==> src/rtl/pipe_pkg.sv <==
// Shared pipeline-stage package: occupancy state encoding and
// performance-counter sizing used by pipe_skid_stage and pipe_sat_counter.
package pipe_pkg;

  // Number of valid entries held by a stage; doubles as the FSM state.
  typedef enum logic [1:0] {
    OCC_EMPTY = 2'd0,
    OCC_ONE   = 2'd1,
    OCC_FULL  = 2'd2
  } occ_e;

  localparam int                    PERF_CNT_W   = 32;
  localparam logic [PERF_CNT_W-1:0] PERF_CNT_MAX = {PERF_CNT_W{1'b1}};

endpackage

==> src/rtl/pipe_sat_counter.sv <==
// Saturating up-counter used for the stage performance counters.
// Holds at all-ones once reached; cleared only by reset.
module pipe_sat_counter #(
  parameter int W = 32
) (
  input  logic         clk_i,
  input  logic         rst_n_i,
  input  logic         inc_i,
  output logic [W-1:0] value_o
);

  logic [W-1:0] cnt_q;
  logic [W-1:0] cnt_d;

  // Next count: step by one unless already saturated.
  always_comb begin
    cnt_d = cnt_q;
    if (inc_i && (cnt_q != {W{1'b1}})) begin
      cnt_d = cnt_q + W'(1);
    end
  end

  // Count register; only written when an increment is requested.
  always_ff @(posedge clk_i or negedge rst_n_i) begin
    if (!rst_n_i) begin
      cnt_q <= '0;
    end else if (inc_i) begin
      cnt_q <= cnt_d;
    end
  end

  assign value_o = cnt_q;

endmodule

==> src/rtl/pipe_skid_stage.sv <==
// Valid/ready pipeline stage register with optional two-entry skid buffer.
// SKID=1 registers in_ready_o (it depends on state only); SKID=0 is a single
// register with combinational ready. Optional performance counters are
// built only when PIPE_SKID_STAGE_PERF_EN is defined; otherwise the counter
// ports read zero. The port list is identical in both builds.
module pipe_skid_stage
  import pipe_pkg::*;
#(
  parameter int                DATA_W     = 128,
  parameter int                SKID       = 1,
  parameter logic [DATA_W-1:0] BUBBLE_VAL = '0
) (
  input  logic              clk_i,
  input  logic              rst_n_i,
  input  logic              in_valid_i,
  input  logic [DATA_W-1:0] in_data_i,
  output logic              in_ready_o,
  output logic              out_valid_o,
  output logic [DATA_W-1:0] out_data_o,
  input  logic              out_ready_i,
  input  logic              flush_i,
  output logic [1:0]        occupancy_o,
  output logic [31:0]       stall_cnt_o,
  output logic [31:0]       flush_cnt_o
);

  occ_e              state_q, state_d;
  logic [DATA_W-1:0] main_data_q;
  logic [DATA_W-1:0] skid_data_q;
  logic              main_v;
  logic              in_fire;
  logic              out_fire;
  logic              main_load;
  logic              main_from_skid;
  logic              skid_load;

  // The skid entry is only ever valid behind a valid main entry, so the
  // occupancy state alone tells us both valid bits.
  assign main_v   = (state_q != OCC_EMPTY);
  assign in_ready_o = (SKID != 0) ? (state_q != OCC_FULL)
                                  : (~main_v | out_ready_i);
  assign in_fire  = in_valid_i & in_ready_o;
  assign out_fire = main_v & out_ready_i;

  // Next-state and payload-steering decisions; flush overrides everything.
  always_comb begin
    state_d        = state_q;
    main_load      = 1'b0;
    main_from_skid = 1'b0;
    skid_load      = 1'b0;
    if (flush_i) begin
      state_d = OCC_EMPTY;
    end else begin
      unique case (state_q)
        OCC_EMPTY: begin
          if (in_fire) begin
            state_d   = OCC_ONE;
            main_load = 1'b1;
          end
        end
        OCC_ONE: begin
          if (in_fire && out_fire) begin
            main_load = 1'b1;
          end else if (in_fire) begin
            // Only reachable with a skid buffer: SKID=0 accepts while
            // full solely when the downstream is also taking the entry.
            if (SKID != 0) begin
              state_d   = OCC_FULL;
              skid_load = 1'b1;
            end
          end else if (out_fire) begin
            state_d = OCC_EMPTY;
          end
        end
        OCC_FULL: begin
          if (out_fire) begin
            state_d        = OCC_ONE;
            main_from_skid = 1'b1;
          end
        end
        default: state_d = OCC_EMPTY;
      endcase
    end
  end

  // Occupancy/valid state register.
  always_ff @(posedge clk_i or negedge rst_n_i) begin
    if (!rst_n_i) begin
      state_q <= OCC_EMPTY;
    end else begin
      state_q <= state_d;
    end
  end

  // Payload registers: loaded only on a transfer, so they hold still on
  // idle and stalled cycles.
  always_ff @(posedge clk_i) begin
    if (main_load) begin
      main_data_q <= in_data_i;
    end else if (main_from_skid) begin
      main_data_q <= skid_data_q;
    end
    if (skid_load) begin
      skid_data_q <= in_data_i;
    end
  end

  assign out_valid_o = main_v;
  assign out_data_o  = main_v ? main_data_q : BUBBLE_VAL;
  assign occupancy_o = state_q;

`ifdef PIPE_SKID_STAGE_PERF_EN
  logic stall_inc;
  logic flush_inc;

  assign stall_inc = main_v & ~out_ready_i;
  assign flush_inc = flush_i & main_v;

  pipe_sat_counter #(.W(PERF_CNT_W)) u_stall_cnt (
    .clk_i   (clk_i),
    .rst_n_i (rst_n_i),
    .inc_i   (stall_inc),
    .value_o (stall_cnt_o)
  );

  pipe_sat_counter #(.W(PERF_CNT_W)) u_flush_cnt (
    .clk_i   (clk_i),
    .rst_n_i (rst_n_i),
    .inc_i   (flush_inc),
    .value_o (flush_cnt_o)
  );
`else
  assign stall_cnt_o = '0;
  assign flush_cnt_o = '0;
`endif

endmodule

==> config.mk <==
export PLATFORM = sky130hd
export DESIGN_NAME = pipe_skid_stage
export DESIGN_NICKNAME = d
export VERILOG_FILES = /design/src/rtl/pipe_pkg.sv /design/src/rtl/pipe_sat_counter.sv /design/src/rtl/pipe_skid_stage.sv
export SDC_FILE = /design/constraint.sdc
export NUM_CORES = 1
export LEC_CHECK = 0
export ABC_AREA = 1
export BUFFER_PORTS_ARGS = -buffer_cell sky130_fd_sc_hd__buf_2
export CAP_MARGIN = 10
export CORE_MARGIN = 5
export CORE_UTILIZATION = 43
export DETAILED_ROUTE_END_ITERATION = 7
export PLACE_DENSITY_LB_ADDON = 0.1
export SYNTH_ARGS = -nofsm -noshare
export SYNTH_HDL_FRONTEND = slang
export SYNTH_SLANG_ARGS = --single-unit
==> constraint.sdc <==
create_clock -name clk_i -period 6.6 [get_ports clk_i]
set_input_delay 0 -clock clk_i [delete_from_list [all_inputs] [get_ports clk_i]]
set_output_delay 0 -clock clk_i [all_outputs]
set_load 0.03 [all_outputs]
==> flow_metrics.env, run 1 <==
export IMPL_area_growth_pct=30.42
export IMPL_leakage_uw=0.006925
export IMPL_yosysWarnings=0
export IMPL_grt_pass1_vias=7736
export IMPL_syn_avg_cell_area_sq_um=10.77
export IMPL_cts_max_level=1
export IMPL_regArea_sq_um=7737
export IMPL_grt_pass1_wl_um=40990
export IMPL_cp_start_kind="flop"
export IMPL_drc=0
export IMPL_track_usage_pct=17.20
export IMPL_fin_skew_ns=0.01671
export IMPL_drtIter0Drc=601
export IMPL_finalCritPeriodShare_pct=57.49
export IMPL_final_nets=1563
export IMPL_worstPathArrival_ns=3.93
export IMPL_max_freq_mhz=263.5
export IMPL_crit_fanout=74
export IMPL_min_path_type="in2reg"
export IMPL_dieArea_sq_um=29600
export IMPL_postRouteAntennaNets=0
export IMPL_power_density_nw_per_um2=283.1
export IMPL_setup_viol=0
export IMPL_netlist_area_sq_um=11290
export IMPL_vias=8022
export IMPL_wl_met3_um=2130
export IMPL_cts_resized=0
export IMPL_drtPass1Iterations=5
export IMPL_rows=59
export IMPL_antenna_found_initial=1
export IMPL_tns_ns=0
export IMPL_hold_viol=0
export IMPL_yosysUniqueCellTypes=15
export IMPL_start_util_pct=43.45
export IMPL_fin_area_sq_um=14720
export IMPL_multi_input_area_sq_um=2467
export IMPL_placed_area_sq_um=12530
export IMPL_crit_required_ns=6.74
export IMPL_numCtsBuffers=27
export IMPL_synthCells=1048
export IMPL_die_y_um=172.0
export IMPL_outcome="finished, final reports clean"
export IMPL_ios=329
export IMPL_avgRoutedWirePerCell_um=14.96
export IMPL_wl_met1_um=11560
export IMPL_core_area_sq_um=25980
export IMPL_cts_tree="yes"
export IMPL_fin_crit_ns=3.795
export IMPL_die_w_um=172.0
export IMPL_cap_violations=0
export IMPL_gr_total_overflow=0
export IMPL_path_class="reg2reg"
export IMPL_grt_max_degree=75
export IMPL_critPathCaptureType="flop"
export IMPL_worst_pin_slew_ns=0.9008
export IMPL_slew_headroom_pct=39.95
export IMPL_clk_pin_slew_ns=0.06
export IMPL_drive_gt1_share_pct=22.05
export IMPL_cts_sinks=258
export IMPL_clockBufferDepth=3
export IMPL_ys_seq_area_share_pct=68.54
export IMPL_drv_slew=0
export IMPL_top_layer_used="met4"
export IMPL_yosys_register_bits=258
export IMPL_via_per_inst=4.499
export IMPL_dp_final_hpwl_um=16390
export IMPL_finalWeightedCongestion=0.7595
export IMPL_ir_drop_mv=0.1747
export IMPL_wl_met2_um=12580
export IMPL_clock_root_buffer="clkbuf_16"
export IMPL_fillers=2245
export IMPL_insertion_delay_ns=0.52
export IMPL_rsz0062_at_grt="false"
export IMPL_drt_total_wl_um=26680
export IMPL_portBuffers=264
-- placed cells by master, fill, tap and decap left out --
cell	netlist	final
inv_1	133	133
nor2_4	0	3
inv_2	1	1
bufinv_16	0	2
o21ai_0	1	1
nand2_4	0	2
dfrtp_1	2	2
clkbuf_8	0	3
clkinv_4	0	1
dlygate4sd3_1	0	135
a21oi_4	0	1
clkinv_2	0	4
nand2_1	267	265
buf_2	30	264
nor2_1	133	130
nand4_1	1	1
clkbuf_16	0	27
clkbuf_1	2	7
diode_2	0	1
conb_1	1	64
buf_4	76	11
edfxtp_1	256	256
nand3_1	132	132
clkinv_1	0	2
-- through the flow --
stage | util (%) | power (uW) | hold slack [ns] | setup slack [ns] | std cells
global route | 56.66 | 4354 | 0.1816 | 2.497 | 1783
CTS | 56.65 | 4220 | 0.1721 | 2.702 | 1782
floorplan | - | 2509 | -0.2956 | 1.998 | 1111
global placement | 48.22 | 2682 | -0.2092 | 2.785 | 1601
finish | 56.66 | 4169 | 0.1960 | 2.805 | 1783
detailed placement | 48.22 | 2691 | -0.2085 | 2.714 | 1601
-- state kept, by name, indices dropped and copies added, names as in the netlist --
register and cells:
main_data_q 128, skid_data_q 128, occupancy_o 2
-- final cells by class --
cell class              instances  area share (%)
well taps                     335           2.847
diodes                          1         0.01700
multi-input cells             599           16.76
clock buffers                  37           5.048
flip-flops and latches        258           52.55
inverters                     134           3.416
clock inverters                 9          0.6543
repair buffers                410           18.71
-- worst max-delay path: stages, from the launching register on --
cell and delay [ns]:
dfrtp_1 0.50, a21oi_4 0.18, buf_4 0.53, nand2_4 0.62, nand2_4 0.68, buf_4 0.72
-- cell usage after synthesis --
master / n / area [sq um]
o21ai_0: 1 / 5.000
nand2_1: 267 / 1002
dfrtp_1: 2 / 50.05
a21oi_2: 1 / 8.760
buf_4: 76 / 570.6
inv_1: 133 / 499.2
nor2_1: 133 / 499.2
buf_6: 12 / 135.1
conb_1: 1 / 3.750
edfxtp_1: 256 / 7687
buf_2: 30 / 150.1
nand4_1: 1 / 6.260
clkbuf_1: 2 / 7.510
inv_2: 1 / 3.750
nand3_1: 132 / 660.6
-- worst paths after layout --
path,start,endpoint,slack [ns],cells past startpoint
setup / recovery,occupancy_o[0]$_DFFE_PN0P_,main_data_q[33]$_DFFE_PP_,2.81,5
hold / removal,in_data_i[10],skid_data_q[10]$_DFFE_PP_,0.20,2
setup reg to reg,occupancy_o[0]$_DFFE_PN0P_,main_data_q[33]$_DFFE_PP_,2.81,5
hold reg to reg,skid_data_q[75]$_DFFE_PP_,main_data_q[75]$_DFFE_PP_,0.51,2
max in group asynchronous,rst_n_i,occupancy_o[0]$_DFFE_PN0P_,6.11,3
min in group asynchronous,rst_n_i,occupancy_o[1]$_DFFE_PN0P_,0.35,3
-- layer usage --
metal,up-vias,global-route usage [%]
li1,4021,-
met4,0,3.862
met1,3650,24.21
met3,34,2.972
met2,317,28.26
met5,-,0
-- power breakdown --
| group | switching (uW) | internal, uW |
|---|---|---|
| sequential | 20.4 | 1900 |
| combinational | 575 | 220 |
| clock | 598 | 859 |
| total | 1190 | 2980 |
-- logic make-up (layout without fill, tap and decap cells) --
logic type	after synthesis	count (layout)	share of synthesized area (%)
flip-flops	258	258	68.54
AO/OA/AOI/OAI	2	2	0.1219
buffers and inverters	254	590	12.10
AND/OR/NAND/NOR	533	533	19.21
other	1	65	0.03322
-- repair_timing --
item,in CTS,in global routing
endpoints found under the hold margin,260,0
hold buffers,135,0
buffers inserted,0,0
(Power assumes the default switching activity.)
==> run 2: changes to the inputs <==
==> constraint.sdc (replaced) <==
create_clock -name clk_i -period 3.3 [get_ports clk_i]
set_input_delay 0 -clock clk_i [delete_from_list [all_inputs] [get_ports clk_i]]
set_output_delay 0 -clock clk_i [all_outputs]
set_load 0.03 [all_outputs]
==> run 2 against run 1 <==
Net effect:
- worst setup slack got worse by 2.0 ns
- global-route usage grew 0.36 points
- clock-buffer cell count down 2
- power is 100% higher
- non-clock buffer count rose by 2
- critical path type unchanged
- largest cell class unchanged
- largest power group unchanged
- highest routed layer unchanged
==> flow_metrics.env, run 2 (synthesis gave the netlist of run 1 again) <==
export IMPL_cts_sinks=258
export IMPL_gr_total_overflow=0
export IMPL_finalNonFillerCells=1792
export IMPL_dieArea_sq_um=29600
export IMPL_cap_violations=0
export IMPL_path_class="reg2reg"
export IMPL_drv_slew=0
export IMPL_clkPwrFrac_pct=35.5
export IMPL_grt_max_degree=78
export IMPL_fin_crit_ns=2.526
export IMPL_via_per_inst=4.550
export IMPL_vias=8154
export IMPL_grt_pass1_wl_um=41540
export IMPL_drt_total_wl_um=27200
export IMPL_crit_fanout=71
export IMPL_dp_slack_ns=0.7752
export IMPL_rsz0062_at_grt="false"
export IMPL_clk_pin_slew_ns=0.06
export IMPL_drtIter0Drc=474
export IMPL_ir_drop_mv=0.4448
export IMPL_outcome="finished, final reports clean"
export IMPL_critPathCaptureType="flop"
export IMPL_finish_utilization_pct=57.04
export IMPL_die_w_um=172.0
export IMPL_min_path_type="in2reg"
export IMPL_clockBufferDepth=3
export IMPL_clock_root_buffer="clkbuf_16"
export IMPL_drc=0
export IMPL_antenna_found_initial=2
export IMPL_combPwrFrac_pct=19.0
export IMPL_drive_gt1_share_pct=22.13
export IMPL_postRouteAntennaNets=0
export IMPL_final_nets=1567
export IMPL_leakage_uw=0.006964
export IMPL_tns_ns=0
export IMPL_final_cell_mix="265 x nand2_1, 264 x buf_2, 256 x edfxtp_1"
export IMPL_dp_cells=1604
export IMPL_track_usage_pct=17.55
export IMPL_slew_headroom_pct=39.13
export IMPL_fillers=2283
export IMPL_finalWeightedCongestion=0.7949
export IMPL_fin_skew_ns=0.005514
export IMPL_drtPass1Iterations=5
export IMPL_cts_tree="yes"
export IMPL_worstPathArrival_ns=2.92
export IMPL_area_growth_pct=31.29
export IMPL_rows=59
export IMPL_cts_max_level=1
export IMPL_worst_slack_ns=0.7735
export IMPL_cp_start_kind="flop"
export IMPL_p_sw_share_pct=28.86
export IMPL_grt_pass1_vias=7897
export IMPL_numCtsBuffers=29
export IMPL_finalCritPeriodShare_pct=76.56
export IMPL_layout_commonest_cell="nand2_1"
export IMPL_p_sw_uw=2431
export IMPL_insertion_delay_ns=0.52
export IMPL_post_cts_setup_buffers=0
export IMPL_die_y_um=172.0
export IMPL_crit_required_ns=3.69
export IMPL_dp_final_hpwl_um=16340
export IMPL_ios=329
export IMPL_start_util_pct=43.45
export IMPL_core_area_sq_um=25980
export IMPL_power_density_nw_per_um2=568.3
export IMPL_hold_viol=0
export IMPL_portBuffers=264
export IMPL_power_internal_uw=5993
export IMPL_setup_viol=0
export IMPL_max_freq_mhz=395.8
export IMPL_pwr_share_seq_pct=45.5
export IMPL_worst_pin_slew_ns=0.9130
export IMPL_avgRoutedWirePerCell_um=15.18
-- run 2: cell count changes in the layout (fill, tap and decap cells not counted), sizes merged --
| cell | before | now |
|---|---|---|
| clkinv | 7 | 14 |
| buf | 275 | 278 |
| clkbuf | 37 | 35 |
| diode | 1 | 2 |
| dlygate4sd3 | 135 | 134 |
| inv | 134 | 135 |
-- run 2: layout make-up --
type,instances,area (sq um),area share [%]
antenna,2,5.005,0.03377
clock buffer,35,748.2,5.048
clock inverter,17,127.6,0.8610
inverter,134,503.0,3.394
multi-input combinational,599,2476,16.71
sequential,258,7737,52.20
tap,335,419.2,2.828
timing repair buffer,412,2805,18.93
-- run 2: critical path, cell delays in order, from the launching register on --
cell and delay (ns):
dfrtp_1 0.50, a21oi_4 0.23, buf_4 0.66, buf_4 0.67
nand3_1 0.16, nand2_1 0.10
-- run 2: path summary, 6_finish.rpt --
kind / endpoint / start / cells after the start / slack [ns]
max reg2reg: main_data_q[75]$_DFFE_PP_ / occupancy_o[0]$_DFFE_PN0P_ / 5 / 0.77
min in group asynchronous: occupancy_o[1]$_DFFE_PN0P_ / rst_n_i / 3 / 0.33
min: skid_data_q[8]$_DFFE_PP_ / in_data_i[8] / 2 / 0.19
max: main_data_q[75]$_DFFE_PP_ / occupancy_o[0]$_DFFE_PN0P_ / 5 / 0.77
max in group asynchronous: occupancy_o[0]$_DFFE_PN0P_ / rst_n_i / 3 / 2.84
min reg2reg: main_data_q[62]$_DFFE_PP_ / skid_data_q[62]$_DFFE_PP_ / 2 / 0.51
-- run 2: timing repair --
action	4_1_cts	5_1_grt
endpoints found under the hold margin	272	0
hold buffers	134	0
gates resized for setup	0	0
-- run 2: through the flow --
| step | power [uW] | cell area [sq um] | hold slack [ns] |
|---|---|---|---|
| after floorplan | 5008 | 11540 | -0.2956 |
| after global placement | 5379 | 12600 | -0.2127 |
| after detailed placement | 5390 | 12600 | -0.2125 |
| after CTS | 8517 | 14820 | 0.1775 |
| after global routing | 8769 | 14820 | 0.1841 |
| final | 8424 | 14820 | 0.1930 |
-- run 2: power groups by stage --
stage	clock network (uW)	logic (uW)	registers, uW
after global routing	3180	1740	3840
final	2990	1600	3830
after CTS	3070	1620	3830
after detailed placement	0	1490	3900
after global placement	0	1480	3900
after floorplan	0	1100	3900
-- run 2: metal layers --
| metal | up-vias | share of wire [%] | track usage, % |
|---|---|---|---|
| met5 | - | 0 | 0 |
| met4 | 0 | 2.3 | 4.340 |
| met3 | 46 | 7.2 | 3.246 |
| met2 | 295 | 48 | 29.69 |
| met1 | 3778 | 43 | 23.65 |
| li1 | 4035 | - | - |
